### config.mk
export PLATFORM = sky130hd
export DESIGN_NAME = hex_scan_595
export DESIGN_NICKNAME = d
export VERILOG_FILES = /design/src/rtl/hex_disp_pkg.sv /design/src/rtl/hc595_serializer.sv /design/src/rtl/hex_scan_595.sv
export SDC_FILE = /design/constraint.sdc
export NUM_CORES = 1
export LEC_CHECK = 0
export CORE_UTILIZATION = 57
export DETAILED_ROUTE_END_ITERATION = 7
export PLACE_DENSITY = 0.89
export SLEW_MARGIN = 20
export SYNTH_ARGS = -nofsm -noshare
export SYNTH_HDL_FRONTEND = slang
export SYNTH_SLANG_ARGS = --single-unit
### constraint.sdc
create_clock -name Clk -period 3.3 [get_ports Clk]
set_input_delay 0.66 -clock Clk [delete_from_list [all_inputs] [get_ports Clk]]
set_output_delay 0.66 -clock Clk [all_outputs]
set_load 0.05 [all_outputs]
### src/rtl/hex_disp_pkg.sv
// Shared definitions for the multiplexed hex display driver.
//   ser_state_e : state encoding of the 74HC595 serializer FSM
//   SEG_BLANK   : active-low segment pattern with every segment dark
//   seg7_decode : hex nibble -> active-low segments, bit order g..a (bit 6 = g, bit 0 = a)
package hex_disp_pkg;

    typedef enum logic [2:0] {
        StIdle    = 3'd0,
        StLoad    = 3'd1,
        StShiftLo = 3'd2,
        StShiftHi = 3'd3,
        StLatch   = 3'd4
    } ser_state_e;

    localparam logic [6:0] SEG_BLANK = 7'h7F;

    function automatic logic [6:0] seg7_decode(input logic [3:0] nib);
        logic [6:0] seg;
        case (nib)
            4'h0:    seg = 7'h40;
            4'h1:    seg = 7'h79;
            4'h2:    seg = 7'h24;
            4'h3:    seg = 7'h30;
            4'h4:    seg = 7'h19;
            4'h5:    seg = 7'h12;
            4'h6:    seg = 7'h02;
            4'h7:    seg = 7'h78;
            4'h8:    seg = 7'h00;
            4'h9:    seg = 7'h10;
            4'hA:    seg = 7'h08;
            4'hB:    seg = 7'h03;
            4'hC:    seg = 7'h46;
            4'hD:    seg = 7'h21;
            4'hE:    seg = 7'h06;
            default: seg = 7'h0E;
        endcase
        return seg;
    endfunction

endpackage

### src/rtl/hc595_serializer.sv
// Shifts one W-bit word MSB first into a 74HC595 chain and latches it.
// Ports:
//   Clk, Rst_n : system clock, asynchronous active-low reset
//   start      : request a transfer (taken only in IDLE)
//   word       : word to send, sampled in the LOAD state
//   busy       : FSM not idle
//   done       : one-cycle pulse on the final LATCH cycle (LATCH -> IDLE)
//   SH_CP      : shift clock, high for SCLK_DIV cycles per bit
//   ST_CP      : latch clock, high for SCLK_DIV cycles after the last bit
//   DS         : serial data, only updated while SH_CP is low
module hc595_serializer
    import hex_disp_pkg::*;
#(
    parameter int unsigned W        = 16,
    parameter int unsigned SCLK_DIV = 2
) (
    input  logic         Clk,
    input  logic         Rst_n,
    input  logic         start,
    input  logic [W-1:0] word,
    output logic         busy,
    output logic         done,
    output logic         SH_CP,
    output logic         ST_CP,
    output logic         DS
);

    localparam int unsigned DivW = $clog2(SCLK_DIV + 1);
    localparam int unsigned BitW = $clog2(W + 1);

    ser_state_e     state_q, state_d;
    logic [DivW-1:0] div_q, div_d;
    logic [BitW-1:0] bits_q, bits_d;
    logic [W-1:0]    shreg_q, shreg_d;
    logic            div_last;

    assign div_last = (div_q == DivW'(SCLK_DIV - 1));

    always_ff @(posedge Clk or negedge Rst_n) begin
        if (!Rst_n) begin
            state_q <= StIdle;
            div_q   <= '0;
            bits_q  <= '0;
            shreg_q <= '0;
        end else begin
            state_q <= state_d;
            div_q   <= div_d;
            bits_q  <= bits_d;
            shreg_q <= shreg_d;
        end
    end

    always_comb begin
        state_d = state_q;
        div_d   = div_q;
        bits_d  = bits_q;
        shreg_d = shreg_q;
        case (state_q)
            StIdle: begin
                if (start) begin
                    state_d = StLoad;
                end
            end
            StLoad: begin
                shreg_d = word;
                bits_d  = BitW'(W);
                div_d   = '0;
                state_d = StShiftLo;
            end
            StShiftLo: begin
                if (div_last) begin
                    div_d   = '0;
                    state_d = StShiftHi;
                end else begin
                    div_d = div_q + 1'b1;
                end
            end
            StShiftHi: begin
                if (div_last) begin
                    div_d  = '0;
                    bits_d = bits_q - 1'b1;
                    if (bits_q == BitW'(1)) begin
                        state_d = StLatch;
                    end else begin
                        // Shift on the falling SH_CP edge so DS is stable through the next rise
                        shreg_d = {shreg_q[W-2:0], 1'b0};
                        state_d = StShiftLo;
                    end
                end else begin
                    div_d = div_q + 1'b1;
                end
            end
            StLatch: begin
                if (div_last) begin
                    div_d   = '0;
                    state_d = StIdle;
                end else begin
                    div_d = div_q + 1'b1;
                end
            end
            default: begin
                state_d = StIdle;
            end
        endcase
    end

    always_comb begin
        busy  = (state_q != StIdle);
        done  = (state_q == StLatch) && div_last;
        SH_CP = (state_q == StShiftHi);
        ST_CP = (state_q == StLatch);
        DS    = shreg_q[W-1];
    end

endmodule

### src/rtl/hex_scan_595.sv
// Multiplexed hex 7-segment driver feeding a 74HC595 chain.
// Every SCAN_DIV cycles one digit word {dp_n, seg_n[6:0], sel[DIGITS-1:0]} is shifted out.
// Inputs are captured at the start of each digit-0 slot so a whole frame is coherent.
// Ports:
//   Clk, Rst_n  : system clock, asynchronous active-low reset
//   En          : 1 = display on, 0 = blank all digits (takes effect at next frame)
//   disp_data   : hex nibbles, [3:0] = digit 0 (rightmost)
//   dp_mask     : 1 = light decimal point of digit i
//   blank_lz    : 1 = suppress leading zeros
//   SH_CP/ST_CP/DS : 595 shift clock, latch clock, serial data
//   frame_done  : one-cycle pulse when digit DIGITS-1 has been latched
module hex_scan_595
    import hex_disp_pkg::*;
#(
    parameter int unsigned DIGITS   = 8,
    parameter int unsigned SCAN_DIV = 50000,
    parameter int unsigned SCLK_DIV = 2,
    parameter int unsigned LZ_BLANK = 1
) (
    input  logic                  Clk,
    input  logic                  Rst_n,
    input  logic                  En,
    input  logic [4*DIGITS-1:0]   disp_data,
    input  logic [DIGITS-1:0]     dp_mask,
    input  logic                  blank_lz,
    output logic                  SH_CP,
    output logic                  ST_CP,
    output logic                  DS,
    output logic                  frame_done
);

    localparam int unsigned W       = 8 + DIGITS;
    localparam int unsigned XferLen = 2 * SCLK_DIV * W + SCLK_DIV + 1;
    localparam int unsigned SlotW   = $clog2(SCAN_DIV + 1);
    localparam int unsigned IdxW    = (DIGITS > 1) ? $clog2(DIGITS) : 1;

    if (DIGITS < 1 || DIGITS > 16) begin : g_bad_digits
        $error("hex_scan_595: DIGITS must be 1..16");
    end
    if (SCLK_DIV < 1) begin : g_bad_sclk
        $error("hex_scan_595: SCLK_DIV must be >= 1");
    end
    if (XferLen >= SCAN_DIV) begin : g_bad_scan
        $error("hex_scan_595: digit transfer does not fit in one SCAN_DIV slot");
    end

    logic [SlotW-1:0]    slot_q, slot_d;
    logic [IdxW-1:0]     digit_q, digit_d;
    logic [4*DIGITS-1:0] data_q;
    logic [DIGITS-1:0]   dp_q;
    logic                blz_q;
    logic                en_q;

    logic                slot_start;
    logic                ser_start;
    logic                ser_busy;
    logic                ser_done;
    logic                capture;

    logic [3:0]          cur_nib;
    logic                cur_dp;
    logic [DIGITS-1:0]   sel;
    logic                lz_run;
    logic                blank;
    logic [6:0]          seg_n;
    logic                dp_n;
    logic [W-1:0]        word;

    assign slot_start = (slot_q == '0);
    assign ser_start  = slot_start && !ser_busy;
    assign capture    = slot_start && (digit_q == '0);

    always_comb begin
        slot_d = (slot_q == SlotW'(SCAN_DIV - 1)) ? '0 : slot_q + 1'b1;
        digit_d = digit_q;
        if (ser_done) begin
            digit_d = (digit_q == IdxW'(DIGITS - 1)) ? '0 : digit_q + 1'b1;
        end
    end

    always_ff @(posedge Clk or negedge Rst_n) begin
        if (!Rst_n) begin
            slot_q  <= '0;
            digit_q <= '0;
            data_q  <= '0;
            dp_q    <= '0;
            blz_q   <= 1'b0;
            en_q    <= 1'b0;
        end else begin
            slot_q  <= slot_d;
            digit_q <= digit_d;
            if (capture) begin
                data_q <= disp_data;
                dp_q   <= dp_mask;
                blz_q  <= blank_lz;
                en_q   <= En;
            end
        end
    end

    // lz_run stays set while every nibble and dp from the current digit upward is zero
    always_comb begin
        lz_run  = 1'b1;
        cur_nib = 4'h0;
        cur_dp  = 1'b0;
        sel     = '0;
        for (int j = 0; j < int'(DIGITS); j++) begin
            if (IdxW'(j) == digit_q) begin
                cur_nib = data_q[4*j +: 4];
                cur_dp  = dp_q[j];
                sel[j]  = 1'b1;
            end
            if (IdxW'(j) >= digit_q && (data_q[4*j +: 4] != 4'h0 || dp_q[j])) begin
                lz_run = 1'b0;
            end
        end
        blank = !en_q || ((LZ_BLANK != 0) && blz_q && (digit_q != '0) && lz_run);
        seg_n = blank ? SEG_BLANK : seg7_decode(cur_nib);
        dp_n  = blank ? 1'b1 : !cur_dp;
        word  = {dp_n, seg_n, sel};
    end

    hc595_serializer #(
        .W        (W),
        .SCLK_DIV (SCLK_DIV)
    ) u_ser (
        .Clk   (Clk),
        .Rst_n (Rst_n),
        .start (ser_start),
        .word  (word),
        .busy  (ser_busy),
        .done  (ser_done),
        .SH_CP (SH_CP),
        .ST_CP (ST_CP),
        .DS    (DS)
    );

    assign frame_done = ser_done && (digit_q == IdxW'(DIGITS - 1));

endmodule

# Word level (Yosys, flattened, before mapping)
# Memory sizes are Yosys's and may differ from the RTL's.
# Index checks and enable logic that the tools add are counted.
# op_classes
addsub	4
order_cmp	8
n_eq_ne	20
n_mux	49
reduce_logical	45
# op_table
operator	count
$mux W16	3
$mux W4	8
$pmux W16 S2	1
$reduce_bool A4 Y1	8
$mux W1	25
$mux W3	6
$add A16 B1 Y16 const B	1
$eq A16 B16 Y1 const B	1
$logic_not A16 Y1	1
$pmux W3 S5	1
$logic_and A1 B1 Y1	14
$eq A3 B3 Y1 const A	4
$ge A3 B3 Y1 const A	4
$pmux W5 S2	1
$logic_or A1 B1 Y1	9
$mux W7	1
$eq A2 B3 Y1 const A	2
$eq A3 B2 Y1 const B	2
$eq A3 B3 Y1 const B	2
$ge A1 B3 Y1 const A	2
$ge A2 B3 Y1 const A	2
$logic_not A3 Y1	2
$ne A2 B1 Y1 const B	3
$reduce_bool A3 Y1	2
17 further kinds	21
# totals
register_bits	87
mem_bits_ro	112
wordCells	137
n_memories	1
# memory_table
memory	depth	width	rd	rd_ports_with_merged_regs	wr	line_no	rtl
(name not given)	16	7	1	0	0	hex_disp_pkg.sv:19	case (nib)

# Logic depth before layout (Yosys ltp)
# Gate-level depths: netlist of the first run.
# logic_depth
ltp_word	15
depth_mapped	15

# By module
# A second synthesis of the first run with hierarchy kept.
# hier_totals
hier_cells	435
hier_area_um2	4807.1
# by_module_without_submodules
mod	n_inst	cells_each	area_each_um2
hex_scan_595	1	321	3398.3
hc595_serializer	1	114	1408.9

# Worst setup path before layout of the first run
# No wires, ideal clock.
# synth_timing
kind	flip-flop to output port
startpoint	register u_ser.state_q[2]
endpoint	output frame_done
arrival_time_ns	2.499
slack_ns	0.141
stages_incl_launch_ff	6
cell_sequence	dfrtp_1 clkbuf_1 nor2b_1 nor2b_1 nand2_1 nor2_1
# synth_between
elab_chain_len	3
# synth_rtl
item	line_no	rtl
start, declared	hc595_serializer.sv:31	ser_state_e state_q, state_d;
start signal, assigned	hc595_serializer.sv:41	state_q <= StIdle;
start signal, assigned	hc595_serializer.sv:46	state_q <= state_d;
$eq A3 B3 Y1	--	
named net ST_CP	hex_scan_595.sv:27	output logic ST_CP,
$logic_and A1 B1 Y1	hc595_serializer.sv:109	done = (state_q == StLatch) && div_last;
$logic_and A1 B1 Y1	hex_scan_595.sv:138	assign frame_done = ser_done && (digit_q == IdxW'(DIGITS - 1));
end, declared	hex_scan_595.sv:29	output logic frame_done
# The timed path passes the listed nets, and every way through them passes these cells.

# Worst setup path in the final report of the first run
# layout_timing
startpoint	register digit_q[0]
endpoint	register u_ser.shreg_q[11]
# layout_between
elab_chain_len	14
word_cells_on_any_way	47
cone_classes	order compare: 8; eq/ne: 7; mux: 18; reduce/logical: 13; memory: 1
# layout_rtl
item	line_no	rtl
start, declared	hex_scan_595.sv:48	logic [IdxW-1:0] digit_q, digit_d;
start signal, assigned	hex_scan_595.sv:91	digit_q <= digit_d;
branches (longest 12 deep; another with $mem_v2 Z16 W7)	--	
$mux W7 (*)	hex_scan_595.sv:118	seg_n = blank ? SEG_BLANK : seg7_decode(cur_nib);
$pmux W16 S2 (*)	hc595_serializer.sv:58	case (state_q)
end signal, assigned	hc595_serializer.sv:49	shreg_q <= shreg_d;
end, declared	hc595_serializer.sv:34	logic [W-1:0] shreg_q, shreg_d;
# Every way passes the cells marked *.
# A chain may end at the register's enable or synchronous reset.

==> results_dict.tcl, run 1 <==
set metrics [dict create \
    status "complete, no violations" \
    end_kind "flop" \
    grt_max_degree 88 \
    antenna_found_initial 0 \
    slew-limit-headroom_pct 46.1 \
    root_buffer "clkbuf_8" \
    skew_ps 10.9 \
    initial_utilization_pct 58.7 \
    synthFlopType "dfrtp_1" \
    core-area_sq_um 8180 \
    hold_path_class "in -> async" \
    cts_buffers 9 \
    synth-seq-cells 87 \
    drv_slew 0 \
    worstSkewPairLatency_ps 360 \
    worstSetupStartpoint "digit_q[0]" \
    die_h_um 93.7 \
    synth_edf_count 0 \
    clkTransAtPathRegs_ps 90 \
    avgViaCountPerCell 6.05 \
    layout_commonest_cell "dfrtp_1" \
    power_frac_comb_pct 7.6 \
    setup_viol 0 \
    seq_area_frac_synth_pct 45.4 \
    fin_crit_ps 3100 \
    synth_nets 538 \
    tritoncts "built" \
    critical_path.max_fanout 13 \
    grt-ovfl-total 0 \
    maxCapViolCount 0 \
    htree_num_levels 3 \
    synthArstFlopShare_pct 100 \
    drt_first_iter_violations 340 \
    timing.final.hold_violations 0 \
    switching_share_pct 24.4 \
    drt_first_pass_iters 5 \
    hpwl_um 7670 \
    sequentialPowerShare_pct 58.2 \
    final_cell_mix "dfrtp_1, nand2_1, nor2_1, mux2_2, clkdlybuf4s50_1" \
    synth_cell_type_count 67 \
    syn_inst 479 \
    drt_wl_total_um 10400 \
    drive_above_1_share_pct 16.3 \
    clock_sinks 87 \
    required_ps 3540 \
    wire_per_inst_um 16.5 \
    ctsLongestPathBuffers 2 \
    p_leak_nw 2.33 \
    portBuffers 47 \
    io-pin-count 48 \
    path_class "reg -> reg" \
    power_density_nw_per_um2 348 \
    yosys_warnings 0 \
    timing.fmax_mhz 322 \
    vias 3815 \
    syn_area_per_cell_sq_um 10.0 \
    place_area_sq_um 5340 \
    finalSetupTns_ps 0 \
    startpoint_type "flop" \
    layout.nets 580 \
    r2r_start "digit_q[0]" \
    fin_crit_sh_pct 94.1 \
    place.gp.congestion 0.974 \
    rsz0062_at_grt "false" \
    internal_power_mw 1.45 \
    die_area_sq_um 8780 \
    synth_area_sq_um 4800 \
    postRouteAntennaNets 0 \
    grt_pass1_vias 3667 \
    grt_pass1_wl_um 17300 \
    holdBufCountCts 0 \
    worstMarginPinSlew_ps 807 \
    p_clk_share_pct 34.2 \
    p_switching_mw 0.469 \
    syn_to_final_growth_pct 15.0 \
    n_antenna_cell 0 \
    rows 33 \
    finalInstanceArea_sq_um 5520 \
    drc 0 \
    crit_arrival_ps 3350 \
    globalRouteTotalUtil_pct 25.7 \
    nFillCells 621 \
    ir_drop_mv 0.269 \
    die_w_um 93.7 \
]
[stage by stage]
step                util [%]  total power [mW]  hold slack [ps]  std cells  worst slack [ps]
floorplan                  -              1.19              364        479               141
global placement        65.4              1.28              464        615               391
detailed placement      65.4              1.28              476        615               222
CTS                     67.4              1.93              496        631               209
global route            67.5              1.99              405        631              68.0
finish                  67.5              1.92              343        631               195
[layer usage]
layer | vias up | track usage, % | part of all wire (%)
li1 | 1793 | - | -
met1 | 1862 | 35.6 | 45
met2 | 140 | 40.2 | 48
met3 | 20 | 3.40 | 5.1
met4 | 0 | 12.2 | 2.5
met5 | - | 0 | 0
[critical path: stages (launching register included)]
cell and delay [ps]:
dfrtp_1 570, inv_2 110, ha_1 350, nand2_1 220
nor2_1 100, a311o_1 360, o221ai_2 340, inv_1 170
ha_1 240, mux2_2 260, mux2i_1 170, a21oi_1 100
[final timing paths]
| kind | slack (ps) | cells past startpoint | endpoint |
|---|---|---|---|
| worst max-delay path | 200 | 11 | u_ser.shreg_q[11] |
| worst min-delay path | 340 | 1 | slot_q[1] |
| worst max register to register | 200 | 11 | u_ser.shreg_q[11] |
| worst min register to register | 490 | 2 | u_ser.shreg_q[15] |
| max in group asynchronous | 2420 | 1 | data_q[11] |
| min in group Clk | 490 | 2 | u_ser.shreg_q[15] |
[cell usage after synthesis, drive strengths merged (9+ instances only)]
cell	instances	area (sq um)
dfrtp	87	2180
nand2	47	179
mux2	46	518
nor2	46	173
o21ai	31	155
a21oi	25	125
nand3	18	90.1
buf	15	105
ha	15	188
inv	15	56.3
clkbuf	12	45.0
nor3	9	45.0
xnor2	9	78.8
[cell type report]
cell class              instances  area [sq um]  share of cell area (%)
clock inverters                 5          33.8                   0.613
flip-flops and latches         87          2180                    39.5
multi-input cells             349          2420                    43.8
well taps                     105           131                    2.38
repair buffers                 58           564                    10.2
clock buffers                  11           131                    2.38
inverters                      16          60.1                    1.09
[flip-flops by register name, indices dropped and copies added, names as in the netlist]
| signal | flops |
|---|---|
| u_ser.bits_q | 5 |
| u_ser.shreg_q | 16 |
| slot_q | 16 |
| dp_q | 8 |
| u_ser.div_q | 2 |
| en_q | 1 |
| data_q | 32 |
| digit_q | 3 |
| u_ser.state_q | 3 |
| blz_q | 1 |
[logic make-up after synthesis]
group / Yosys count / synth area share [%]
multiplexers: 52 / 12.1
flip-flops: 87 / 45.4
AO/OA/AOI/OAI: 99 / 14.1
buffers and inverters: 43 / 4.38
adder cells (fa/ha/maj): 15 / 3.91
XOR/XNOR: 17 / 3.10
AND/OR/NAND/NOR: 166 / 17.0
[power by group through the flow]
stage          combinational (mW)  sequential, mW  clock (mW)
2_1_floorplan              0.0655            1.13           0
3_3_place_gp                0.142            1.14           0
3_5_place_dp                0.147            1.14           0
4_1_cts                     0.148            1.12       0.667
5_1_grt                     0.161            1.12       0.713
6_report                    0.146            1.12       0.657
[repair_timing]
action | in CTS | in global routing
endpoints found under the setup margin | 0 | 2
gates resized for setup | 0 | 1
endpoints found under the hold margin | 0 | 0
setup buffers | 0 | 0
Power figures use the tool's default switching activity.
==> run 2, diff against run 1 <==
--- a/config.mk
+++ b/config.mk
@@ -5,9 +5,8 @@
 export SDC_FILE = /design/constraint.sdc
 export NUM_CORES = 1
 export LEC_CHECK = 0
-export CORE_UTILIZATION = 57
+export CORE_UTILIZATION = 34
 export DETAILED_ROUTE_END_ITERATION = 7
-export PLACE_DENSITY = 0.89
 export SLEW_MARGIN = 20
 export SYNTH_ARGS = -nofsm -noshare
 export SYNTH_HDL_FRONTEND = slang
==> run 2 against run 1 <==
Count of clock-buffer cells in the layout down 1. Largest cell class unchanged. Clock skew down 3.0 ps. Die area up 66%. Utilization down 26 points. Critical path depth down 2. Via count down 2.6%. Wire length up 9.1%.
==> results_dict.tcl, run 2 (synthesis gave the netlist of run 1 again) <==
set metrics [dict create \
    portBuffers 47 \
    post_cts_buffers 0 \
    globalRouteTotalUtil_pct 17.0 \
    worstSkewPairLatency_ps 340 \
    avgViaCountPerCell 5.26 \
    dp.cells 691 \
    die_h_um 121 \
    required_ps 3520 \
    tritoncts "built" \
    grt-ovfl-total 0 \
    layout_commonest_cell "dfrtp_1" \
    core-area_sq_um 13800 \
    cp_common_cell "ha_1" \
    wire_per_inst_um 16.1 \
    setup_slack_ps 292 \
    syn_to_final_growth_pct 20.5 \
    htree_num_levels 3 \
    die_area_sq_um 14600 \
    finalSetupTns_ps 0 \
    layout.nets 581 \
    hold_path_class "in -> async" \
    largest_register_ffs 32 \
    place_area_sq_um 5430 \
    reg_top3 "data_q (32), slot_q (16), u_ser.shreg_q (16)" \
    final_cell_count_no_fill 706 \
    post_cts_resized 0 \
    antenna_found_initial 0 \
    final_cell_mix "dfrtp_1, nand2_1, nor2_1, mux2_2, clkdlybuf4s50_1" \
    critPathMaxStageDelay_ps 590 \
    drive_above_1_share_pct 16.5 \
    postRouteAntennaNets 0 \
    n_antenna_cell 0 \
    drc 0 \
    ctsLongestPathBuffers 2 \
    crit_family "compound AO/OA/AOI/OAI gates" \
    fin_crit_sh_pct 91.1 \
    drv_slew 0 \
    critical_path.max_fanout 13 \
    die_w_um 121 \
    timing.fmax_mhz 332 \
    place.gp.congestion 0.879 \
    worstPathCellList "ha_1 > ha_1 > a22o_1 > a31oi_1 > a21boi_0 > a221oi_4 > mux2_2 > mux2i_1 > a21oi_1" \
    clock_sinks 87 \
    dp_slack_ps 346 \
    drt_wl_total_um 11400 \
    p_leak_nw 2.41 \
    cts_buffers 9 \
    hold_ws_ps 319 \
    grt_pass1_wl_um 19300 \
    end_kind "flop" \
    largest-register "data_q" \
    final_core_util_pct 41.8 \
    rsz0062_at_grt "false" \
    startpoint_type "flop" \
    slew-limit-headroom_pct 49.3 \
    holdBufCountCts 0 \
    critPathSlowestCell "a221oi_4" \
    maxCapViolCount 0 \
    crit_arrival_ps 3230 \
    clkTransAtPathRegs_ps 60 \
    drt_first_pass_iters 4 \
    root_buffer "clkbuf_16" \
    ir_drop_mv 0.235 \
    fin_crit_ps 3010 \
    drt_first_iter_violations 163 \
    grt_pass1_vias 3808 \
    path_class "reg -> reg" \
    status "complete, no violations" \
    vias 3716 \
    skew_ps 7.85 \
    finalInstanceArea_sq_um 5780 \
    total_power_mw 2.44 \
    power_density_nw_per_um2 422 \
    setup_viol 0 \
    grt_max_degree 48 \
    hpwl_um 8490 \
    worstMarginPinSlew_ps 758 \
    timing.final.hold_violations 0 \
    rows 43 \
    io-pin-count 48 \
    initial_utilization_pct 34.7 \
    cp.buffers_inverters 0 \
    nFillCells 1336 \
]
run 2: power by group:
group          total (mW)  internal [mW]  switching (mW)
clock network        1.17          0.757           0.411
registers            1.12           1.09          0.0276
logic               0.148         0.0873          0.0608
total                2.44           1.94           0.499
run 2: final timing paths:
path,startpoint,endpoint,slack [ps],cells past startpoint
max,digit_q[0],u_ser.shreg_q[11],290,9
min in group Clk,u_ser.shreg_q[15],u_ser.shreg_q[15],470,2
max in group asynchronous,Rst_n,data_q[8],2250,2
min reg2reg,u_ser.shreg_q[15],u_ser.shreg_q[15],470,2
max reg2reg,digit_q[0],u_ser.shreg_q[11],290,9
min,Rst_n,slot_q[8],320,1
run 2: area by class of cell:
class / count / area, sq um / area share [%]
well taps: 180 / 225 / 3.90
clock inverters: 5 / 106 / 1.84
flip-flops and latches: 87 / 2180 / 37.7
clock buffers: 10 / 239 / 4.14
inverters: 16 / 60.1 / 1.04
repair buffers: 59 / 556 / 9.61
multi-input cells: 349 / 2410 / 41.8
run 2: layer usage:
metal	share of wire, %	GRT usage, %
met5	0	0
met4	2.7	8.72
met3	4.0	3.07
met2	48	27.7
met1	45	21.6
==> run 3, diff against run 2 <==
--- a/config.mk
+++ b/config.mk
@@ -7,6 +7,7 @@
 export LEC_CHECK = 0
 export CORE_UTILIZATION = 34
 export DETAILED_ROUTE_END_ITERATION = 7
+export GPL_TIMING_DRIVEN = 0
 export SLEW_MARGIN = 20
 export SYNTH_ARGS = -nofsm -noshare
 export SYNTH_HDL_FRONTEND = slang
==> run 3 against run 2 <==
Non-clock buffer count is 18 higher. Final area is 2.1% higher. Global-route usage is 0.75 points lower. Clock power hardly changed. Wire length is 2.4% lower. Utilization is 0.90 points higher. Flip-flop and latch count stayed put. Cell count is 2.7% higher. Hold slack worse by 12 ps. Critical path type unchanged.
==> results_dict.tcl, run 3 (synthesis gave the netlist of run 1 again) <==
set metrics [dict create \
    postRouteAntennaNets 0 \
    path_class "reg -> reg" \
    die_w_um 121 \
    die_h_um 121 \
    setup_slack_ps 169 \
    timing.fmax_mhz 319 \
    wire_per_inst_um 15.3 \
    n_antenna_cell 0 \
    worstSkewPairLatency_ps 330 \
    grt_pass1_wl_um 18700 \
    ir_drop_mv 0.325 \
    hold_path_class "in -> async" \
    grt_pass1_vias 3762 \
    root_buffer "clkbuf_16" \
    startpoint_type "flop" \
    nFillCells 1312 \
    power_density_nw_per_um2 414 \
    drv_slew 0 \
    total_power_mw 2.44 \
    cts_buffers 9 \
    portBuffers 47 \
    reg_top3 "data_q (32), slot_q (16), u_ser.shreg_q (16)" \
    rows 43 \
    grt_busiest_layer "met2" \
    tritoncts "built" \
    core-area_sq_um 13800 \
    worstMarginPinSlew_ps 617 \
    hpwl_um 8410 \
    antenna_found_initial 0 \
    drive_above_1_share_pct 17.6 \
    setup_viol 0 \
    fin_crit_sh_pct 94.9 \
    drt_first_iter_violations 324 \
    end_kind "flop" \
    use_met1_pct 21.8 \
    fin_crit_ps 3130 \
    dp_slack_ps -305 \
    p_leak_nw 2.48 \
    layout_commonest_cell "dfrtp_1" \
    layout.nets 599 \
    crit_arrival_ps 3340 \
    maxCapViolCount 0 \
    clkTransAtPathRegs_ps 60 \
    place.gp.congestion 0.917 \
    r2r_cells 14 \
    io-pin-count 48 \
    final_cell_count_no_fill 725 \
    largest-register "data_q" \
    ctsLongestPathBuffers 2 \
    vias 3814 \
    met3_usage_pct 2.26 \
    avgViaCountPerCell 5.26 \
    grt_util_met2_pct 27.1 \
    clock_sinks 87 \
    place_area_sq_um 5520 \
    largest_register_ffs 32 \
    grt-ovfl-total 0 \
    drt_first_pass_iters 6 \
    skew_ps 4.47 \
    initial_utilization_pct 34.7 \
    grt_max_degree 47 \
    dp.cells 707 \
    drc 0 \
    slew-limit-headroom_pct 58.7 \
    die_area_sq_um 14600 \
    status "complete, no violations" \
    required_ps 3510 \
    holdBufCountCts 0 \
    globalRouteTotalUtil_pct 16.3 \
    htree_num_levels 3 \
    timing.final.hold_violations 0 \
    syn_to_final_growth_pct 23.1 \
    drt_wl_total_um 11100 \
    finalInstanceArea_sq_um 5900 \
    hold_ws_ps 308 \
    critical_path.max_fanout 10 \
    final_cell_mix "dfrtp_1, nor2_1, mux2_2, nand2_1, clkdlybuf4s50_1" \
]
==> run 3: cell count changes in the layout (fill, tap and decap cells not counted), moves of 2 or more <==
cell	before	now
clkbuf_1	0	12
buf_4	14	5
buf_2	0	8
buf_6	0	4
clkbuf_2	0	2
==> run 3: per-stage QoR <==
| stage | utilization (%) | TNS [ps] |
|---|---|---|
| 5_1_grt | 42.7 | -22.4 |
| 3_3_place_gp | 39.7 | -130430 |
| 2_1_floorplan | - | 0 |
| 3_5_place_dp | 39.9 | -1500 |
| 6_report | 42.7 | 0 |
| 4_1_cts | 42.5 | 0 |
==> run 3: path summary, 6_finish.rpt <==
| kind | start | to | slack (ps) |
|---|---|---|---|
| max | digit_q[0] | u_ser.shreg_q[11] | 170 |
| min in group Clk | u_ser.shreg_q[2] | u_ser.shreg_q[2] | 480 |
| max reg2reg | digit_q[0] | u_ser.shreg_q[11] | 170 |
| min | Rst_n | slot_q[0] | 310 |
| max in group asynchronous | Rst_n | u_ser.shreg_q[9] | 2380 |
| min reg2reg | u_ser.shreg_q[2] | u_ser.shreg_q[2] | 480 |
==> run 3: what timing repair did <==
item | 4_1_cts | 5_1_grt
pin swaps | 0 | 1
endpoints found under the setup margin | 9 | 7
hold endpoints to repair | 0 | 0
gates cloned | 0 | 0
resized for setup | 5 | 7
setup buffers | 0 | 2
==> run 3: critical path, cell delays in order (launching register included) <==
cell and delay (ps):
dfrtp_1 380, clkbuf_4 220, inv_2 80, ha_1 190
buf_2 180, clkbuf_2 210, nand2_2 150, nor2_1 70
a311o_1 380, o221ai_4 270, inv_1 140, ha_1 220
mux2_2 270, mux2i_1 170, a21oi_1 90
==> run 3: layer usage <==
layer | vias up | wire, um
met4 | 0 | 216
li1 | 1826 | -
met5 | - | 0
met2 | 86 | 5260
met1 | 1883 | 5290
met3 | 19 | 321
==> run 3: power by group <==
part,leakage [nW],internal [mW],switching [mW],total (mW)
Combinational,1.24,0.0937,0.0630,0.157
Sequential,1.08,1.09,0.0255,1.12
Clock,0.162,0.761,0.408,1.17
==> run 3: layout make-up <==
| class | instances | area, sq um | area share (%) |
|---|---|---|---|
| buffer | 27 | 154 | 2.61 |
| multi-input combinational | 349 | 2430 | 41.2 |
| sequential | 87 | 2180 | 36.9 |
| clock inverter | 5 | 105 | 1.78 |
| tap | 180 | 225 | 3.82 |
| clock buffer | 11 | 243 | 4.11 |
| inverter | 16 | 60.1 | 1.02 |
| timing repair buffer | 50 | 504 | 8.54 |
